File: src/rtl/mmio_timer_pkg.sv
// ============================================================================
// Module : mmio_timer_pkg
// Brief  : Register offsets, CTRL bit indices and FSM encoding for mmio_timer.
// Rev    : 1.0
// ============================================================================
`default_nettype none

package mmio_timer_pkg;

    // Word offsets, compared against memaddr[4:2]
    localparam logic [2:0] TMR_CTRL   = 3'd0;
    localparam logic [2:0] TMR_LOAD   = 3'd1;
    localparam logic [2:0] TMR_COUNT  = 3'd2;
    localparam logic [2:0] TMR_STATUS = 3'd3;
    localparam logic [2:0] TMR_PRESC  = 3'd4;

    localparam int CTRL_EN = 0;
    localparam int CTRL_AR = 1;
    localparam int CTRL_IE = 2;

    typedef enum logic {
        ST_STOP = 1'b0,
        ST_RUN  = 1'b1
    } tmr_state_t;

endpackage

`default_nettype wire

File: src/rtl/timer_prescaler.sv
// ============================================================================
// Module : timer_prescaler
// Brief  : Free-running divider; emits a one-cycle tick every PRESC+1 cycles.
// Rev    : 1.0
// ============================================================================
`default_nettype none

module timer_prescaler #(
    parameter int PRESC_W = 16
) (
    input  logic               clk,
    input  logic               reset,
    input  logic               i_run,
    input  logic               i_clr,
    input  logic [PRESC_W-1:0] i_presc,
    output logic               o_tick
);

    logic [PRESC_W-1:0] r_cnt;

    assign o_tick = i_run && (r_cnt == i_presc);

    always_ff @(posedge clk or negedge reset) begin
        if (!reset) begin
            r_cnt <= '0;
        end else if (i_clr) begin
            r_cnt <= '0;
        end else if (i_run) begin
            r_cnt <= o_tick ? '0 : r_cnt + {{(PRESC_W-1){1'b0}}, 1'b1};
        end
    end

endmodule

`default_nettype wire

File: src/rtl/mmio_timer.sv
// ============================================================================
// Module : mmio_timer
// Brief  : Memory-mapped prescaled down-counter with one-shot/auto-reload,
//          sticky expiry flag and level interrupt.
// Rev    : 1.0
// ============================================================================
`default_nettype none

module mmio_timer
    import mmio_timer_pkg::*;
#(
    parameter logic [31:0] BASE_ADDR = 32'hFFFF_7F00,
    parameter int          PRESC_W   = 16
) (
    input  logic        clk,
    input  logic        reset,
    input  logic        memwrite,
    input  logic [31:0] memaddr,
    input  logic [31:0] memwritedata,
    output logic        hit,
    output logic [31:0] rdata,
    output logic        irq
);

    tmr_state_t         r_state;
    logic               r_ar;
    logic               r_ie;
    logic               r_exp;
    logic [31:0]        r_load;
    logic [31:0]        r_count;
    logic [PRESC_W-1:0] r_presc;

    logic               w_we;
    logic [2:0]         w_sel;
    logic               w_tick;
    logic               w_expire;
    logic               w_unused;

    assign hit      = (memaddr[31:5] == BASE_ADDR[31:5]);
    assign w_we     = memwrite && hit;
    assign w_sel    = memaddr[4:2];
    assign w_expire = w_tick && (r_count == 32'd0);
    assign irq      = r_exp && r_ie;
    assign w_unused = &{1'b0, memaddr[1:0]};

    timer_prescaler #(
        .PRESC_W (PRESC_W)
    ) u_presc (
        .clk     (clk),
        .reset   (reset),
        .i_run   (r_state == ST_RUN),
        .i_clr   (w_we && (w_sel == TMR_CTRL)),
        .i_presc (r_presc),
        .o_tick  (w_tick)
    );

    // Tick effects are applied first so that same-edge register writes override them.
    always_ff @(posedge clk or negedge reset) begin
        if (!reset) begin
            r_state <= ST_STOP;
            r_ar    <= 1'b0;
            r_ie    <= 1'b0;
            r_exp   <= 1'b0;
            r_load  <= 32'd0;
            r_count <= 32'd0;
            r_presc <= '0;
        end else begin
            if (w_tick) begin
                if (r_count != 32'd0) begin
                    r_count <= r_count - 32'd1;
                end else begin
                    r_exp <= 1'b1;
                    if (r_ar) begin
                        r_count <= r_load;
                    end else begin
                        r_state <= ST_STOP;
                    end
                end
            end
            if (w_we) begin
                case (w_sel)
                    TMR_CTRL: begin
                        r_state <= memwritedata[CTRL_EN] ? ST_RUN : ST_STOP;
                        r_ar    <= memwritedata[CTRL_AR];
                        r_ie    <= memwritedata[CTRL_IE];
                    end
                    TMR_LOAD:   r_load  <= memwritedata;
                    TMR_COUNT:  r_count <= memwritedata;
                    TMR_STATUS: begin
                        if (memwritedata[0] && !w_expire) begin
                            r_exp <= 1'b0;
                        end
                    end
                    TMR_PRESC:  r_presc <= memwritedata[PRESC_W-1:0];
                    default: ;
                endcase
            end
        end
    end

    always_comb begin
        rdata = 32'd0;
        if (hit) begin
            case (w_sel)
                TMR_CTRL:   rdata = {29'd0, r_ie, r_ar, (r_state == ST_RUN)};
                TMR_LOAD:   rdata = r_load;
                TMR_COUNT:  rdata = r_count;
                TMR_STATUS: rdata = {31'd0, r_exp};
                TMR_PRESC:  rdata = {{(32-PRESC_W){1'b0}}, r_presc};
                default:    rdata = 32'd0;
            endcase
        end
    end

endmodule

`default_nettype wire

File: config.mk
export PLATFORM = sky130hd
export DESIGN_NAME = mmio_timer
export DESIGN_NICKNAME = d
export VERILOG_FILES = /design/src/rtl/mmio_timer_pkg.sv /design/src/rtl/timer_prescaler.sv /design/src/rtl/mmio_timer.sv
export SDC_FILE = /design/constraint.sdc
export NUM_CORES = 1
export LEC_CHECK = 0
export BUFFER_PORTS_ARGS = -buffer_cell sky130_fd_sc_hd__buf_2
export CAP_MARGIN = 0
export CORE_UTILIZATION = 25
export CTS_BUF_LIST = sky130_fd_sc_hd__clkbuf_8
export CTS_CLUSTER_SIZE = 8
export DETAILED_ROUTE_END_ITERATION = 12
export GPL_ROUTABILITY_DRIVEN = 0
export PLACE_DENSITY = 0.46
export SYNTH_ARGS = -nofsm -noshare
export SYNTH_HDL_FRONTEND = slang
export SYNTH_SLANG_ARGS = --single-unit
File: constraint.sdc
create_clock -name clk -period 4.56 [get_ports clk]
set_input_delay 0.912 -clock clk [delete_from_list [all_inputs] [get_ports clk]]
set_output_delay 0.912 -clock clk [all_outputs]
set_load 0.02 [all_outputs]
# [Word-level counts from Yosys, hierarchy flattened]
# Cells that the tools add are included.
[classes] addsub=2 n_eq_ne=6 n_mux=21 reduce_logical=14
[op_table] operator="$mux W32" count=6
[op_table] operator="$pmux W32 S5" count=1
[op_table] operator="$mux W16" count=3
[op_table] operator="$logic_not A32 Y1" count=1
[op_table] operator="$reduce_bool A32 Y1" count=1
[op_table] operator="$sub A32 B1 Y32 const B" count=1
[op_table] operator="$eq A27 B27 Y1 const B" count=1
[op_table] operator="$add A16 B1 Y16 const B" count=1
[op_table] operator="$eq A16 B16 Y1" count=1
[op_table] operator="$mux W1" count=11
[op_table] operator="$eq A3 B2 Y1 const B" count=2
[op_table] operator="$logic_and A1 B1 Y1" count=6
[op_table] operator="$reduce_and A2 Y1" count=3
[op_table] operator="$eq A3 B1 Y1 const B" count=1
[op_table] operator="$eq A3 B3 Y1 const B" count=1
[op_table] operator="$logic_not A3 Y1" count=1
[op_table] operator="$reduce_bool A2 Y1" count=1
[op_table] operator="$logic_not A1 Y1" count=1
[word_totals] regBits=100 inputBits=67 out_inout_bits=34 elab_cells=51

# [Depth between registers and ports, before layout]
[logic_depth] ltp_word=8 ltp_mapped=10

# [Modules after synthesis]
# Synthesis repeated with hierarchy kept, for this count alone.
[hier_totals] cells_unflattened=738 area_unflattened_um2=6513.7
[modules_own_cells] mod="mmio_timer" instances=1 cells_per_inst=616 area_each_um2=5426.5 seq_area_each_um2=2102.0
[modules_own_cells] mod="timer_prescaler" instances=1 cells_per_inst=122 area_each_um2=1087.3 seq_area_each_um2=400.4

# [Worst setup path before layout]
# No wires, ideal clock.
[synth_timing] path_kind="in2out" startpoint="in memaddr[6]" endpoint="out rdata[10]" t_arrival_ns=3.113 t_required_ns=3.648 path_slack_ns=0.535 path_stages=6 n_path_buf=1 path_cell_list="or4b_1 > or4_4 > nor4_4 > o21ai_1 > clkbuf_1 > nor2_1"
[synth_via] elab_chain_len=2
[synth_lines] item="start: declaration" line="mmio_timer.sv:18" rtl="input logic [31:0] memaddr,"
[synth_lines] item="$eq A27 B27 Y1" line="mmio_timer.sv:39" rtl="assign hit = (memaddr[31:5] == BASE_ADDR[31:5]);"
[synth_lines] item="via hit" line="mmio_timer.sv:20" rtl="output logic hit,"
[synth_lines] item="$mux W32" line="mmio_timer.sv:103" rtl="if (hit) begin"
[synth_lines] item="end: declaration" line="mmio_timer.sv:21" rtl="output logic [31:0] rdata,"
# The timed path passes the listed nets, and every way through them passes these cells.

# [Final worst setup path]
[layout_timing] startpoint="in memaddr[6]" endpoint="out rdata[1]"
[layout_via] elab_chain_len=2
[layout_lines] item="$eq A27 B27 Y1" line="mmio_timer.sv:39"
[layout_lines] item="$mux W32" line="mmio_timer.sv:103"
# No other way between the ends.

==> parameters.txt <==
Parameter                              Value

Outcome
  Result of the run ... complete, no violations

Clock network
  Number of clock buffers inserted by TritonCTS ... 9
  Worst-Skew Late Latency ... 390 ps
  TritonCTS sink count ... 100
  Total of hold buffers inserted after clock tree synthesis ... 0
  Post-CTS Setup Bufs ... 0
  Cell at the root of the clock tree ... clkbuf_8
  PostCTS Resize Cnt ... 0
  CTS tree ... yes
  H-tree level count ... 3
  Maximum buffer depth of the clock tree ... 2
  Clock transition at path regs ... 90 ps

Critical path
  Category of the worst setup path launch point ... input port
  Biggest fanout along the worst timing path ... 19
  Arrival time worst endpoint ... 3080 ps
  Endpoint class of the critical path ... primary output
  R2r setup slk ... 1520 ps
  Worst Path Required ... 3650 ps
  CP Class ... input port to primary output

Place
  Placed wire-length estimate after detailed placement ... 15.1 mm
  Dpl ws ... 575 ps
  Placed Cells incl. Taps ... 1114
  Port-buffer cells ... 98

Floorplanning
  # IOs ... 101
  Initial cell density of the core ... 0.255
  Area of the die ... 0.0255 sq mm
  Standard cell core area ... 0.0244 sq mm
  Overall die height ... 160 um
  Number of core rows ... 57
  Overall die width ... 160 um

Timing
  Timing-limited maximum frequency ... 250 MHz
  Final worst path period share ... 0.876
  Setup repair after global routing missed its margin ... no
  Min cycle time layout ... 4000 ps
  Worst Hold Slack ... 504 ps
  Setup slack after layout ... 564 ps
  Worst relative slew slack ... 0.335
  Final setup vio count ... 0
  Clk_skew ... 10.3 ps
  Final TNS setup ... 0 ps
  Total count of hold-check failures in the final report ... 0
  Measured slew at the worst slew-check pin ... 994 ps
  Count of pins over their slew limit ... 0

Detailed routing
  Detail-routed via count per cell ... 5.08
  Post-route antenna net violation count ... 0
  Violation count after the first detailed-route iteration ... 379
  WL final ... 21.3 mm
  Post-route DRC ... 0
  Average routed wire per standard cell ... 18.9 um
  Pre-Repair DR Iteration Count ... 5
  Count of vias placed by the detailed router ... 5734

GRT
  Number of global-route vias before repair ... 5758
  Wire length of the first global-routing pass ... 33.8 mm
  GRT Residual Overflow ... 0
  Initial antenna violation count ... 0
  Pin count of the biggest net entering global routing ... 40
  Overall track demand over capacity in global routing ... 0.170

Finish
  Count of non-filler cells in the finished layout ... 1129
  Combined area of the multi-input logic cells ... 0.00350 sq mm
  Sequential cell area ... 0.00250 sq mm
  Antenna fix cells ... 0
  Layout Area Growth over Synthesis ... 16.6%
  Number of nets in the layout ... 871
  Filler cell count ... 2666
  Fraction of layout instances using a drive strength above 1 ... 0.236

Synth
  Share of Yosys cell area claimed by the top area cell type ... 0.402
  Flip-flop and latch count after synthesis ... 100
  Most numerous cell types in the synthesized netlist ... nor2_1, dfrtp_1, a21oi_1
  Number of instances in the synthesized netlist ... 726
  Mean instance size in the synthesized netlist ... 8.57 sq um
  Async set-reset flop share out of synthesis ... 1.00
  Mapped Nets ... 796
  Cell with the most instances after synthesis ... nor2_1
  Biggest area contributors in the synthesized netlist ... dfrtp_1, mux2_2, nor2_1
  Dominant cell type by area after synthesis ... dfrtp_1
  Number of warnings issued by yosys ... 0
  Dominant register cell in the synthesized netlist ... dfrtp_1
  Post-synth EDFFs ... 0
  Share of synthesized area occupied by flip-flops and latches ... 0.402
  Cell variety after synth ... 60
  Cell area after technology mapping ... 0.00622 sq mm

Power and ir drop
  Max VDD drop ... 0.000104 V
  Pwr/cell area ... 214 mW/mm^2
  Overall power consumption ... 1.55 mW
  Leakage power of the design ... 2.99 nW

Job
  Max Cap Violations ... 0

Hold path
  Min-delay worst type ... input port to asynchronous set/reset pin
==> worst paths after layout <==
kind,start,to,cells past startpoint
max,memaddr[6],rdata[1],8
min,reset,u_presc.r_cnt[6],1
min in group clk,r_ie,r_ie,1
min reg2reg,r_ie,r_ie,1
max reg2reg,r_count[11],r_count[12],7
max in group asynchronous,reset,r_load[20],2
==> area by class of cell <==
class                      instances  share of cell area
clock buffer                      13              0.0247
inverter                           9             0.00465
clock inverter                     2             0.00121
tap                              324              0.0559
multi-input combinational        565               0.482
sequential                       100               0.345
timing repair buffer             116              0.0865
==> kinds of logic after synthesis <==
logic type	synth area share
simple gates	0.230
compound gates	0.203
flops	0.402
buf+inv	0.0400
mux	0.0903
xor+xnor	0.0295
fa+ha+maj	0.00603
==> power breakdown <==
| group | total, mW | switching [mW] | internal [mW] | leakage, nW |
|---|---|---|---|---|
| Clock | 0.570 | 0.317 | 0.253 | 0.103 |
| Sequential | 0.886 | 0.000146 | 0.886 | 1.23 |
| Combinational | 0.0977 | 0.0650 | 0.0328 | 1.66 |
| Total | 1.55 | 0.382 | 1.17 | 2.99 |
==> worst max-delay path, stage by stage <==
cell     delay [ps]
buf_2           100
or4b_1          520
or4_4           450
nor4_4          420
o21ai_2         110
buf_4           220
nor2_1          170
buf_2           190
==> stage by stage <==
stage	utilization	area, sq um
2_1_floorplan	-	6220
3_3_place_gp	0.290	7070
3_5_place_dp	0.290	7070
4_1_cts	0.298	7260
5_1_grt	0.298	7260
6_report	0.298	7260
==> metal layers <==
metal | global-route usage | share of wire | vias to the layer above
met5 | 0 | 0 | -
met4 | 0.0424 | 0.010 | 0
met3 | 0.0216 | 0.030 | 12
met2 | 0.267 | 0.45 | 116
met1 | 0.247 | 0.51 | 2785
li1 | - | - | 2821
==> cells in the final DEF (no fill, tap or decap), types with 6 or more instances in the layout <==
master	n
a211oi_1	6
o31ai_1	8
a31oi_1	8
xnor2_1	20
mux2_2	49
nor2_1	109
inv_1	10
buf_2	97
buf_4	19
nor4_1	12
dfrtp_1	100
nor3b_1	7
a21oi_1	63
nand3_1	20
o21ai_1	16
o211ai_1	6
nand4_1	16
and3_1	9
a22oi_1	33
clkbuf_8	13
o22ai_1	7
nor3_1	18
nand2_1	59
o21ai_0	27
==> flip-flops by register name, indices dropped and copies added, names as in the netlist <==
| name | count |
|---|---|
| r_presc | 16 |
| r_load | 32 |
| r_count | 32 |
| r_ar | 1 |
| r_exp | 1 |
| u_presc.r_cnt | 16 |
| r_ie | 1 |
| r_state | 1 |
Note: power is estimated with default switching activity, not from simulation.
